[config.mk]
export PLATFORM = sky130hd
export DESIGN_NAME = seg7_reader
export DESIGN_NICKNAME = d
export VERILOG_FILES = /design/src/rtl/seg7_reader.sv
export SDC_FILE = /design/constraint.sdc
export NUM_CORES = 1
export LEC_CHECK = 0
export ABC_CLOCK_PERIOD_IN_PS = 4270
export CORE_AREA = 2 2 103 65
export DETAILED_ROUTE_END_ITERATION = 10
export DIE_AREA = 0 0 105 67
export PLACE_DENSITY_LB_ADDON = 0.2
export SLEW_MARGIN = 30
export SYNTH_ARGS = -nofsm -noshare
export SYNTH_HDL_FRONTEND = slang
export SYNTH_SLANG_ARGS = --single-unit
[constraint.sdc]
create_clock -name clk -period 4.27 [get_ports clk]
set_input_delay 0.427 -clock clk [delete_from_list [all_inputs] [get_ports clk]]
set_output_delay 0.427 -clock clk [all_outputs]
set_load 0.02 [all_outputs]
[src/rtl/seg7_reader.sv]
// Scanned 7-segment bus reader: synchronizes the active-low display bus, waits for a
// stable pattern, decodes it back to hex and holds one value per digit slot.
//
//   state      | meaning
//   -----------+---------------------------------------------------------
//   S_WAIT     | key is changing / idle since reset, nothing to capture
//   S_STABLE   | key unchanged, counting towards the capture point
//   S_CAPTURE  | one cycle, capture outputs and pulses are driven
//   S_HOLD     | key unchanged after capture, no further capture
module seg7_reader #(
  parameter int DIGITS = 4,
  parameter int STABLE = 4
) (
  input  logic                  clk,
  input  logic                  resetn,
  input  logic [6:0]            led,
  input  logic [DIGITS-1:0]     dig_n,
  output logic [4*DIGITS-1:0]   value,
  output logic [DIGITS-1:0]     digit_valid,
  output logic [DIGITS-1:0]     blank,
  output logic                  upd,
  output logic [2:0]            upd_idx,
  output logic                  err
);

  localparam int KW = DIGITS + 7;
  // Counter is cleared on the cycle after the key changes, so the capture
  // point is STABLE-2 counts later to land on edge E0+STABLE+1.
  localparam logic [7:0] CNT_FIRE = 8'(STABLE - 2);

  typedef enum logic [1:0] {S_WAIT, S_STABLE, S_CAPTURE, S_HOLD} state_t;

  state_t              state_q, state_d;
  logic [KW-1:0]       sync1_q, sync1_d;
  logic [KW-1:0]       key_q, key_d;
  logic [KW-1:0]       prev_q, prev_d;
  logic [7:0]          cnt_q, cnt_d;
  logic [4*DIGITS-1:0] value_q, value_d;
  logic [DIGITS-1:0]   valid_q, valid_d;
  logic [DIGITS-1:0]   blank_q, blank_d;
  logic                upd_q, upd_d;
  logic [2:0]          idx_q, idx_d;
  logic                err_q, err_d;

  logic                changed;
  logic                cap;
  logic [DIGITS-1:0]   key_dn;
  logic [6:0]          key_led;
  logic [3:0]          nlow;
  logic [4:0]          dec;

  function automatic logic [4:0] seg_decode(input logic [6:0] s);
    case (s)
      7'h40: return 5'h10;
      7'h79: return 5'h11;
      7'h24: return 5'h12;
      7'h30: return 5'h13;
      7'h19: return 5'h14;
      7'h12: return 5'h15;
      7'h02: return 5'h16;
      7'h78: return 5'h17;
      7'h00: return 5'h18;
      7'h18: return 5'h19;
      7'h08: return 5'h1A;
      7'h03: return 5'h1B;
      7'h46: return 5'h1C;
      7'h21: return 5'h1D;
      7'h06: return 5'h1E;
      7'h0E: return 5'h1F;
      default: return 5'h00;
    endcase
  endfunction

  assign key_dn  = key_q[KW-1:7];
  assign key_led = key_q[6:0];
  assign dec     = seg_decode(key_led);

  always_comb begin
    nlow = 4'd0;
    for (int i = 0; i < DIGITS; i++) begin
      nlow = nlow + {3'b000, ~key_dn[i]};
    end
  end

  always_comb begin
    sync1_d = {dig_n, led};
    key_d   = sync1_q;
    prev_d  = key_q;
    changed = (key_q != prev_q);

    if (changed)               cnt_d = 8'd0;
    else if (cnt_q != 8'hFF)   cnt_d = cnt_q + 8'd1;
    else                       cnt_d = cnt_q;

    cap     = 1'b0;
    state_d = state_q;
    if (changed) begin
      state_d = S_STABLE;
    end else begin
      case (state_q)
        S_WAIT:    state_d = S_WAIT;
        S_STABLE:  if (cnt_q == CNT_FIRE) begin
                     state_d = S_CAPTURE;
                     cap     = 1'b1;
                   end
        S_CAPTURE: state_d = S_HOLD;
        S_HOLD:    state_d = S_HOLD;
        default:   state_d = S_WAIT;
      endcase
    end
  end

  always_comb begin
    value_d = value_q;
    valid_d = valid_q;
    blank_d = blank_q;
    upd_d   = 1'b0;
    err_d   = 1'b0;
    idx_d   = idx_q;
    if (cap) begin
      if (nlow > 4'd1) begin
        err_d = 1'b1;
      end else if (nlow == 4'd1) begin
        for (int i = 0; i < DIGITS; i++) begin
          if (!key_dn[i]) begin
            if (dec[4]) begin
              value_d[4*i +: 4] = dec[3:0];
              valid_d[i]        = 1'b1;
              blank_d[i]        = 1'b0;
              upd_d             = 1'b1;
              idx_d             = 3'(i);
            end else if (key_led == 7'h7F) begin
              value_d[4*i +: 4] = 4'h0;
              valid_d[i]        = 1'b0;
              blank_d[i]        = 1'b1;
              upd_d             = 1'b1;
              idx_d             = 3'(i);
            end else begin
              // Unmappable pattern: slot contents kept but no longer trusted.
              valid_d[i]        = 1'b0;
              blank_d[i]        = 1'b0;
              err_d             = 1'b1;
            end
          end
        end
      end
    end
  end

  always_ff @(posedge clk or negedge resetn) begin
    if (!resetn) begin
      state_q <= S_WAIT;
      sync1_q <= '1;
      key_q   <= '1;
      prev_q  <= '1;
      cnt_q   <= 8'd0;
      value_q <= '0;
      valid_q <= '0;
      blank_q <= '0;
      upd_q   <= 1'b0;
      idx_q   <= 3'd0;
      err_q   <= 1'b0;
    end else begin
      state_q <= state_d;
      sync1_q <= sync1_d;
      key_q   <= key_d;
      prev_q  <= prev_d;
      cnt_q   <= cnt_d;
      value_q <= value_d;
      valid_q <= valid_d;
      blank_q <= blank_d;
      upd_q   <= upd_d;
      idx_q   <= idx_d;
      err_q   <= err_d;
    end
  end

  assign value       = value_q;
  assign digit_valid = valid_q;
  assign blank       = blank_q;
  assign upd         = upd_q;
  assign upd_idx     = idx_q;
  assign err         = err_q;

endmodule

==> summary.txt, run 1 <==
Status
  • Status: completed

Global route
  • Number of global-route vias before repair: 2033
  • Largest net degree at the start of global routing: 45
  • Initial antenna violation count: 0
  • Overflow after GRT: 0
  • Global Route Usage Sum: 0.190
  • Global-route wire length before repair: roughly 10 mm

Final layout
  • Antenna Cells: 0
  • Area Overhead vs Synth: 21.8%
  • Multi-input logic area: approximately 1300 sq um
  • Final-layout fill cell count: about 450
  • Post-Layout Inst Area: ~4000 sq um
  • Nets: between 300 and 400
  • Layout cells sized above 1: 0.274
  • Register area: 1840 sq um
  • Fin util: 0.666

Power and ir drop
  • Pwr dens: roughly 370 nW/um^2
  • Worst vdd ir: roughly 0.00019 V
  • Leakage power: 1.69 nW

Clocking
  • CTS resizes: 0
  • CTS tree: done
  • CTS Buffer Depth: 2
  • Clock sinks: just over 70
  • Post-CTS setup buffer count: 0
  • TritonCTS Buffers: 9
  • Reg clk slew, reported paths: 80 ps
  • CTS Hold Buffers Added: 0
  • Root buffer cell: clkbuf_8
  • H-tree depth: 3
  • Clk_lat worst skew: around 350 ps

Drt
  • Vias: about 2100
  • Drt total wl: between 6 and 7 mm
  • Wire length per cell: between 15 and 20 um
  • DRT iter0 DRCs: ~140
  • Post-DRT Antenna Nets: 0
  • DRC Markers: 0
  • Pre-antenna DRT Iters: 4
  • Vias per cell: 5.30

Worst setup path
  • Startpoint type of the worst setup path: register
  • CP Max Fanout: 7
  • CP arrival: ~3800 ps
  • CP Cell Sequence: fa_1 -> inv_1 -> ha_1 -> inv_1 -> ha_1 -> or4bb_1 -> nor4_4 -> nand4_4 -> nor2_4 -> a21boi_4 -> mux2_1
  • Slowest stage cell, crit path: dfstp_2
  • Endpoint class of the critical path: register
  • CP Data Required Time: between 4000 and 5000 ps
  • Crit Path Class: register to register
  • Slowest stage delay, CP: approximately 640 ps

Timing
  • Slew headroom: 0.467
  • Setup tns final: 0 ps
  • Fmax: ~0.28 GHz
  • Final Hold Vio Count: 0
  • Final setup vio count: 0
  • Worst Tran Pin Value: approximately 800 ps
  • Final Max Tran Viols: 0
  • Period utilization: 0.832
  • Tmin final: approximately 3600 ps
  • Min setup slack post-route: roughly 700 ps
  • Final worst clock skew: around 11 ps
  • RSZ-0062 raised after global routing: no

Synth
  • Post-synth ARST share: 1.00
  • Cell variety after synth: 57
  • Post-synth top flop: dfrtp_1
  • Syn_area_per_cell: ~13 sq um
  • Synth warn: 0
  • Synth Area in Adders: 0.0252
  • Area fraction in compound gates after synthesis: 0.0961
  • Synth Cell Area: between 3000 and 4000 sq um
  • EDFF count, synth: 0
  • Largest family of logic cells by synthesized area: simple AND/OR/NAND/NOR gates
  • Synthesized instance count: 258
  • Register area share after synthesis: 0.562
  • Post-Synth Simple-Gate Area: 0.164
  • Mapped Nets: approximately 280
  • Mux cell area share after synthesis: 0.0721
  • Synth Area in XOR/XNOR: 0.0454
  • Register bit count reported by yosys: 72

Floorplanning
  • Die X: 105 um
  • Die Area: roughly 7000 sq um
  • I/O pins: 42
  • Core ar.: approximately 6000 sq um
  • FP Rows: 22
  • Die span in y: 67 um
  • Starting Density: 0.547

Placement
  • I/O Buffers: between 40 and 50
  • DP Worst Slack: about 700 ps
  • Dpl cell area: approximately 3700 sq um
  • Gpl congestion: 0.815
  • DP Wirelength: approximately 4 mm

Min path
  • Path type of the worst min-delay path: input port to asynchronous set/reset pin

Job
  • Maximum capacitance violations: 0
## cells in the final DEF, fill, tap and decap left out, drive strengths merged, types with 3 or more instances in the layout
| cell type | instances |
|---|---|
| a21boi | 5 |
| a21oi | 8 |
| and3 | 7 |
| and4 | 3 |
| bufinv | 3 |
| clkbuf | 11 |
| clkdlybuf4s50 | 40 |
| dfrtp | 39 |
| dfstp | 33 |
| ha | 5 |
| inv | 15 |
| mux2 | 21 |
| nand2 | 13 |
| nand3 | 7 |
| nand4 | 5 |
| nor2 | 21 |
| nor3 | 4 |
| nor4 | 5 |
| o21ai | 12 |
| or3 | 3 |
| xor2 | 15 |
## layer usage
metal | GRT usage | vias to the layer above | share of wire
li1 | - | 1004 | -
met1 | 0.275 | 1014 | 0.53
met2 | 0.257 | 44 | 0.41
met3 | 0.0685 | 10 | 0.050
met4 | 0.0750 | 0 | 0.014
met5 | 0 | - | 0
## state kept, by name, indices dropped and copies added (netlist names)
register     cells
blank            4
cnt_q            8
digit_valid      4
err              1
key_d           11
key_q           11
prev_q          11
state_q          2
upd              1
upd_idx          3
value           16
## power breakdown
group / leakage (nW) / total [mW] / switching [mW] / internal [mW]
sequential: 0.887 / 0.734 / 0.0227 / 0.711
combinational: 0.679 / 0.0763 / 0.0445 / 0.0318
clock: 0.126 / 0.670 / 0.252 / 0.419
## per-stage QoR
stage                     total power [mW]  hold slack (ps)  instances
after floorplan                      0.788              131        258
after global placement               0.821              346        375
after detailed placement             0.823              347        375
after CTS                             1.49              228        391
after global routing                  1.54             84.6        391
final                                 1.48             48.7        391
## cell families after synthesis
kind of cell,Yosys count
simple gates,79
flops,72
compound gates,39
buf+inv,24
mux,21
xor+xnor,17
fa+ha+maj,6
## worst paths after layout
| check | start | to | slack [ps] | cells after the start |
|---|---|---|---|---|
| min in group clk | key_d[3] | key_q[3] | 360 | 0 |
| max in group asynchronous | resetn | prev_q[6] | 3420 | 2 |
| min reg2reg | key_d[3] | key_q[3] | 360 | 0 |
| max | key_q[8] | value[5] | 720 | 11 |
| max reg2reg | key_q[8] | value[5] | 720 | 11 |
| min | resetn | value[9] | 50 | 1 |
## cells in the mapped netlist, types with 3 or more instances
master    number  share of area
a21boi_4       4          0.023
a21oi_1        5         0.0076
a21oi_2        3         0.0080
and3_1         7          0.013
buf_2          3         0.0046
buf_4          4         0.0092
dfrtp_1       39           0.30
dfstp_2       33           0.26
ha_1           5          0.019
inv_1         15          0.017
mux2_1        13          0.045
mux2_2         8          0.027
nand2_1       13          0.015
nand3_1        7          0.011
nand4_1        4         0.0076
nor2_1        17          0.019
nor2_4         4          0.014
nor3_1         3         0.0046
nor4_2         3          0.011
o21ai_0        8          0.012
o21ai_1        3         0.0046
xor2_1        15          0.040
## layout make-up
cell class,count,area share
multi-input cells,162,0.331
repair buffers,42,0.104
well taps,84,0.0263
clock buffers,11,0.0379
clock inverters,5,0.0257
flip-flops and latches,72,0.461
inverters,15,0.0141
## worst max-delay path, delay by kind of cell (launching register included)
family          cells  cell delay, ps
mux                 1             350
buf+inv             2             110
simple gates        4            1220
compound gates      1             250
fa+ha+maj           3             870
flops               1             640
Power figures use the tool's default switching activity.
==> run 2, diff against run 1 <==
--- a/config.mk
+++ b/config.mk
@@ -5,7 +5,7 @@
 export SDC_FILE = /design/constraint.sdc
 export NUM_CORES = 1
 export LEC_CHECK = 0
-export ABC_CLOCK_PERIOD_IN_PS = 4270
+export ABC_CLOCK_PERIOD_IN_PS = 3500
 export CORE_AREA = 2 2 103 65
 export DETAILED_ROUTE_END_ITERATION = 10
 export DIE_AREA = 0 0 105 67
==> constraint.sdc (replaced) <==
create_clock -name clk -period 3.5 [get_ports clk]
set_input_delay 0.35 -clock clk [delete_from_list [all_inputs] [get_ports clk]]
set_output_delay 0.35 -clock clk [all_outputs]
set_load 0.02 [all_outputs]
==> run 2 against run 1 <==
Effect of this change:
- the flow now finishes with violations (hold timing)
- non-clock buffer count up 13
- utilization up 2.5 points
- clock skew up 7.7 ps
- sequential cell count unchanged
- die area unchanged
- power up 21%
- worst hold slack worse by 55 ps
- routed wire length up 10%
- first-iteration DRC count down 14%
- critical endpoint is now value[12]
- highest routed layer unchanged
==> summary.txt, run 2 (synthesis gave the netlist of run 1 again) <==
Final layout
  • Commonest non-fill, non-tap cell in the layout: clkdlybuf4s50_1
  • Final-layout fill cell count: 465 (+3.6%)
  • Fin util: 0.691 (+0.0248)
  • Nets: 334 (+4.0%)
  • Max reg flops: 16 (unchanged)
  • Area Overhead vs Synth: 26.3%
  • Most frequent cells in the layout: clkdlybuf4s50_1, dfrtp_1, dfstp_2
  • Layout cells sized above 1: 0.350 (+0.0764)
  • Antenna Cells: 0 (unchanged)
  • Post-Layout Cell Count: 404 (+3.3%)

Floorplanning
  • Starting Density: 0.547 (unchanged)
  • FP Rows: 22 (unchanged)
  • I/O pins: 42 (unchanged)
  • Die X: 105 um (unchanged)
  • Die Area: 7040 sq um (unchanged)
  • Core ar.: 6000 sq um (unchanged)
  • Die span in y: 67 um (unchanged)

Timing
  • Final Hold Vio Count: 8 (+8)
  • Fmax: 0.290 GHz (+2.8%)
  • Tmin final: 3450 ps (-98.0 ps)
  • Final worst clock skew: 18.5 ps (+7.66 ps)
  • Worst Tran Pin Value: 797 ps (-1.63 ps)
  • Period utilization: 0.987 (+0.155)
  • Hold Slack: -6.60 ps (-55.3 ps)
  • RSZ-0062 raised after global routing: yes
  • Slew headroom: 0.468 (+0.00108)
  • Final setup vio count: 0 (unchanged)
  • Final Max Tran Viols: 0 (unchanged)

Drt
  • Pre-antenna DRT Iters: 5 (+1)
  • DRT iter0 DRCs: 116 (-14%)
  • Vias: 2169 (+4.7%)
  • Wire length per cell: 16.5 um (+6.7%)
  • DRC Markers: 0 (unchanged)
  • Drt total wl: 6.67 mm (+10%)
  • Post-DRT Antenna Nets: 0 (unchanged)
  • Vias per cell: 5.37 (+1.3%)

Power and ir drop
  • Sw power: 401 uW (+26%)
  • Leakage power: 1.74 nW (+2.8%)
  • Internal: 1.39 mW (+20%)
  • Sw Ratio: 0.224 (+0.00888)
  • Pwr dens: 432 nW/um^2 (+17%)
  • Clock power share: 0.441 (-0.012)
  • Logic pwr share: 0.061 (+0.009)
  • Part of the power in registers: 0.498 (+0.002)
  • Worst vdd ir: 0.000240 V (+29%)

Clocking
  • H-tree depth: 3 (unchanged)
  • CTS Buffer Depth: 2 (unchanged)
  • Clock sinks: 72 (unchanged)
  • CTS tree: done
  • TritonCTS Buffers: 9 (unchanged)
  • Clk_lat worst skew: 350 ps (about the same)
  • CTS Hold Buffers Added: 0 (unchanged)
  • Root buffer cell: clkbuf_8
  • Reg clk slew, reported paths: 80 ps (about the same)

Global route
  • Initial antenna violation count: 0 (unchanged)
  • Global Route Usage Sum: 0.203 (+0.0132)
  • Number of global-route vias before repair: 2098 (+3.2%)
  • Overflow after GRT: 0 (unchanged)
  • Global-route wire length before repair: 10.7 mm (+7.1%)
  • Largest net degree at the start of global routing: 50 (+11%)

Status
  • Status: finished, violations left
  • Failing checks: hold timing

Placement
  • Inst Count DP: 382 (+1.9%)
  • I/O Buffers: 41 (unchanged)
  • Gpl congestion: 0.792 (-2.7%)
  • DP Wirelength: 4.27 mm (+3.7%)

Worst setup path
  • Delay-heaviest family, CP: simple AND/OR/NAND/NOR gates
  • Startpoint type of the worst setup path: register
  • CP Data Required Time: 3730 ps (-760 ps)
  • R2R Path Start: key_q[10]
  • CP Cell Sequence: fa_1 -> inv_1 -> ha_2 -> inv_2 -> ha_4 -> or4bb_4 -> nor4_4 -> nand4_4 -> nor2_4 -> a21boi_4 -> mux2_4
  • Slowest stage cell, crit path: dfstp_2
  • CP Max Fanout: 4 (-3)
  • Setup crit start: key_q[10]
  • Crit Path Class: register to register
  • CP arrival: 3690 ps (-90 ps)
  • Buf/Inv on CP: 2 (unchanged)
  • Slowest stage delay, CP: 550 ps (-90 ps)
  • Endpoint class of the critical path: register

Job
  • Maximum capacitance violations: 0 (unchanged)

Min path
  • Path type of the worst min-delay path: input port to asynchronous set/reset pin
## run 2: path summary, 6_finish.rpt
path	cells past startpoint	end	slack [ps]
max	11	value[12]	50
min	1	value[11]	-7
max reg2reg	11	value[12]	50
min reg2reg	0	key_q[2]	350
max in group asynchronous	2	prev_q[10]	2710
min in group clk	0	key_q[2]	350
## run 2: area by class of cell
| class | instances | area (sq um) | share of cell area |
|---|---|---|---|
| Clock buffer | 11 | 131 | 0.0317 |
| Clock inverter | 5 | 106 | 0.0257 |
| Inverter | 15 | 56.3 | 0.0136 |
| Multi-Input combinational cell | 162 | 1390 | 0.335 |
| Sequential cell | 72 | 1840 | 0.445 |
| Tap cell | 84 | 105 | 0.0254 |
| Timing Repair Buffer | 55 | 513 | 0.124 |
## run 2: timing repair
item	4_1_cts	5_1_grt
gates resized for setup	0	17
setup endpoints to repair	0	13
buffers inserted	0	6
## run 2: power by group through the flow
| stage | combinational, mW | sequential, mW | clock, mW |
|---|---|---|---|
| 2_1_floorplan | 0.0677 | 0.893 | 0 |
| 3_3_place_gp | 0.101 | 0.904 | 0 |
| 3_5_place_dp | 0.104 | 0.905 | 0 |
| 4_1_cts | 0.105 | 0.890 | 0.808 |
| 5_1_grt | 0.122 | 0.894 | 0.840 |
| 6_report | 0.110 | 0.891 | 0.790 |
## run 2: layer usage
metal	GRT usage	vias to the layer above	part of all wire
li1	-	1020	-
met1	0.310	1087	0.53
met2	0.272	58	0.42
met3	0.0558	4	0.043
met4	0.0750	0	0.0063
met5	0	-	0
## run 2: stage by stage
| step | hold WS (ps) | TNS [ps] | worst slack (ps) | instance area [sq um] | power, mW |
|---|---|---|---|---|---|
| 2_1_floorplan | 54.4 | 0 | 160 | 3280 | 0.961 |
| 3_3_place_gp | 346 | 0 | 138 | 3790 | 1.00 |
| 3_5_place_dp | 347 | 0 | 34.3 | 3790 | 1.01 |
| 4_1_cts | 12.0 | 0 | 23.5 | 4030 | 1.80 |
| 5_1_grt | 39.7 | -694 | -74.7 | 4140 | 1.86 |
| 6_report | -6.60 | 0 | 46.8 | 4140 | 1.79 |
## run 2: worst register-to-register path, delay by kind of cell (launching register included)
kind,cells,cell delay (ps)
buffers and inverters,2,120
adders and majority gates,3,800
DFF,1,550
AOI/OAI and AO/OA,1,260
and+or+nand+nor,4,1300
muxes,1,320
==> run 3, diff against run 2 <==
--- a/config.mk
+++ b/config.mk
@@ -9,7 +9,7 @@
 export CORE_AREA = 2 2 103 65
 export DETAILED_ROUTE_END_ITERATION = 10
 export DIE_AREA = 0 0 105 67
-export PLACE_DENSITY_LB_ADDON = 0.2
+export PLACE_DENSITY = 0.78
 export SLEW_MARGIN = 30
 export SYNTH_ARGS = -nofsm -noshare
 export SYNTH_HDL_FRONTEND = slang
==> run 3 against run 2 <==
Effect of this change:
- die area unchanged
- worst setup slack better by 38 ps
- non-clock buffer count rose by 1
- the flow still finishes with violations (hold timing)
- clock skew down 13 ps
- global-route usage decreased by 0.45 points
- largest cell class unchanged
- largest power group unchanged
- highest routed layer unchanged
==> summary.txt, run 3 (synthesis gave the netlist of run 1 again) <==
Timing
  • Final Max Tran Viols: 0 (unchanged)
  • Final setup vio count: 0 (unchanged)
  • Period utilization: 0.976 (-0.0108)
  • Fmax: 0.293 GHz (+1.1%)
  • Worst Tran Pin Value: 705 ps (-91.9 ps)
  • Setup tns final: 0 ps (unchanged)
  • Tmin final: 3420 ps (-37.9 ps)
  • Hold Slack: -4.15 ps (+2.45 ps)
  • Min setup slack post-route: 84.7 ps (+37.9 ps)
  • Final worst clock skew: 5.15 ps (-13.4 ps)
  • Final Hold Vio Count: 2 (-6)
  • RSZ-0062 raised after global routing: yes
  • Slew headroom: 0.525 (+0.0569)

Final layout
  • Commonest non-fill, non-tap cell in the layout: clkdlybuf4s50_1
  • Nets: 335 (+0.30%)
  • Area Overhead vs Synth: 24.0%
  • Final-layout fill cell count: 452 (-2.8%)
  • Max reg flops: 16 (unchanged)
  • Antenna Cells: 0 (unchanged)
  • Most frequent cells in the layout: clkdlybuf4s50_1, dfrtp_1, dfstp_2
  • Post-Layout Cell Count: 405 (+0.25%)
  • Layout cells sized above 1: 0.327 (-0.0229)

Floorplanning
  • Die X: 105 um (unchanged)
  • Die Area: 7040 sq um (unchanged)
  • Die span in y: 67 um (unchanged)
  • Starting Density: 0.547 (unchanged)
  • Core ar.: 6000 sq um (unchanged)
  • FP Rows: 22 (unchanged)
  • I/O pins: 42 (unchanged)

Placement
  • Gpl congestion: 0.794 (+0.15%)
  • DP Worst Slack: 30.2 ps (-4.13 ps)
  • Inst Count DP: 383 (+0.26%)
  • I/O Buffers: 41 (unchanged)
  • DP Wirelength: 4.36 mm (+2.1%)

Global route
  • Initial antenna violation count: 0 (unchanged)
  • Largest net degree at the start of global routing: 48 (-4.0%)
  • Overflow after GRT: 0 (unchanged)
  • Number of global-route vias before repair: 2105 (+0.33%)
  • Global Route Usage Sum: 0.199 (-0.00451)
  • Global-route wire length before repair: 10.5 mm (-1.8%)

Clocking
  • CTS Buffer Depth: 2 (unchanged)
  • Reg clk slew, reported paths: 70 ps (about the same)
  • Root buffer cell: clkbuf_8
  • H-tree depth: 3 (unchanged)
  • Clock sinks: 72 (unchanged)
  • CTS tree: done
  • TritonCTS Buffers: 9 (unchanged)
  • Clk_lat worst skew: 340 ps (about the same)

Worst setup path
  • Endpoint class of the critical path: register
  • R2R Path Start: key_q[10]
  • Startpoint type of the worst setup path: register
  • Reg2reg end: value[15]
  • CP arrival: 3650 ps (-40 ps)
  • CP Cell Sequence: fa_1 -> inv_1 -> ha_2 -> inv_2 -> ha_4 -> or4bb_4 -> nor4_4 -> nand4_4 -> nor2_4 -> a21boi_4 -> mux2_4
  • CP Data Required Time: 3730 ps (about the same)
  • CP Max Fanout: 4 (unchanged)
  • Slowest stage delay, CP: 540 ps (about the same)
  • Setup slack, reg-to-reg: 80 ps (+40 ps)
  • Crit Path Class: register to register
  • Slowest stage cell, crit path: dfstp_2
  • Reg2reg path depth: 11 (unchanged)

Power and ir drop
  • Leakage power: 1.72 nW (-1.0%)
  • Sw power: 389 uW (-3.2%)
  • Clock power share: 0.384 (-0.057)
  • Part of the power in registers: 0.547 (+0.049)
  • Internal: 1.24 mW (-11%)
  • Logic pwr share: 0.069 (+0.008)
  • Sw Ratio: 0.238 (+0.0142)
  • Pwr dens: 401 nW/um^2 (-7.2%)
  • Worst vdd ir: 0.000314 V (+30%)

Drt
  • Pre-antenna DRT Iters: 4 (-1)
  • DRC Markers: 0 (unchanged)
  • Vias per cell: 5.48 (+2.1%)
  • Post-DRT Antenna Nets: 0 (unchanged)
  • Vias: 2221 (+2.4%)
  • Wire length per cell: 15.8 um (-4.3%)
  • DRT iter0 DRCs: 121 (+4.3%)
  • Drt total wl: 6.40 mm (-4.1%)

Min path
  • Path type of the worst min-delay path: input port to asynchronous set/reset pin

Job
  • Maximum capacitance violations: 0 (unchanged)

Status
  • Failing checks: hold timing
  • Status: finished, violations left
## run 3: cell types whose count changed in the layout (fill, tap and decap cells not counted), moves of 2 or more
cell | previous run | this run
bufinv_16 | 3 | 1
clkinv_2 | 0 | 3
mux2_1 | 0 | 10
mux2_4 | 13 | 3
## run 3: metal layers
layer	vias to the layer above	GRT usage	share of wire
li1	1026	-	-
met5	-	0	0
met4	0	0.0633	0.0078
met2	94	0.279	0.42
met1	1095	0.279	0.49
met3	6	0.0812	0.085
## run 3: final cells by class
class | instances | area, sq um | share of cell area
sequential | 72 | 1840 | 0.453
clock inverter | 6 | 60.1 | 0.0148
clock buffer | 10 | 128 | 0.0314
inverter | 15 | 56.3 | 0.0138
timing repair buffer | 56 | 520 | 0.128
tap | 84 | 105 | 0.0258
multi-input combinational | 162 | 1350 | 0.333
## run 3: worst max path at each step
stage / from / end / slack [ps] / cells after the start
floorplan: key_q[8] / value[11] / 160 / 11
global placement: key_q[8] / value[13] / 160 / 11
detailed placement: key_q[8] / value[15] / 30 / 11
CTS: key_q[8] / value[12] / 40 / 11
global route: key_q[10] / value[8] / -40 / 11
finish: key_q[10] / value[15] / 80 / 11
## run 3: power by group through the flow
stage	Clock (mW)	Sequential (mW)	Combinational, mW
2_1_floorplan	0	0.893	0.0677
3_3_place_gp	0	0.905	0.0996
3_5_place_dp	0	0.906	0.103
4_1_cts	0.643	0.892	0.104
5_1_grt	0.684	0.895	0.126
6_report	0.626	0.892	0.112
## run 3: critical path: cells and delay by family, from the launching register on
kind | cells | cell delay [ps]
flops | 1 | 540
compound gates | 1 | 270
simple gates | 4 | 1260
buf+inv | 2 | 120
fa+ha+maj | 3 | 800
mux | 1 | 320
## run 3: timing repair
action	in CTS	in global routing
buffers inserted	0	6
resized for setup	0	8
hold buffers	0	0
setup endpoints to repair	0	13
## run 3: stage by stage
stage | power (mW) | area (sq um) | util
4_1_cts | 1.64 | 3990 | 0.664
3_3_place_gp | 1.00 | 3800 | 0.633
5_1_grt | 1.70 | 4070 | 0.678
6_report | 1.63 | 4070 | 0.678
3_5_place_dp | 1.01 | 3800 | 0.633
2_1_floorplan | 0.961 | 3280 | -
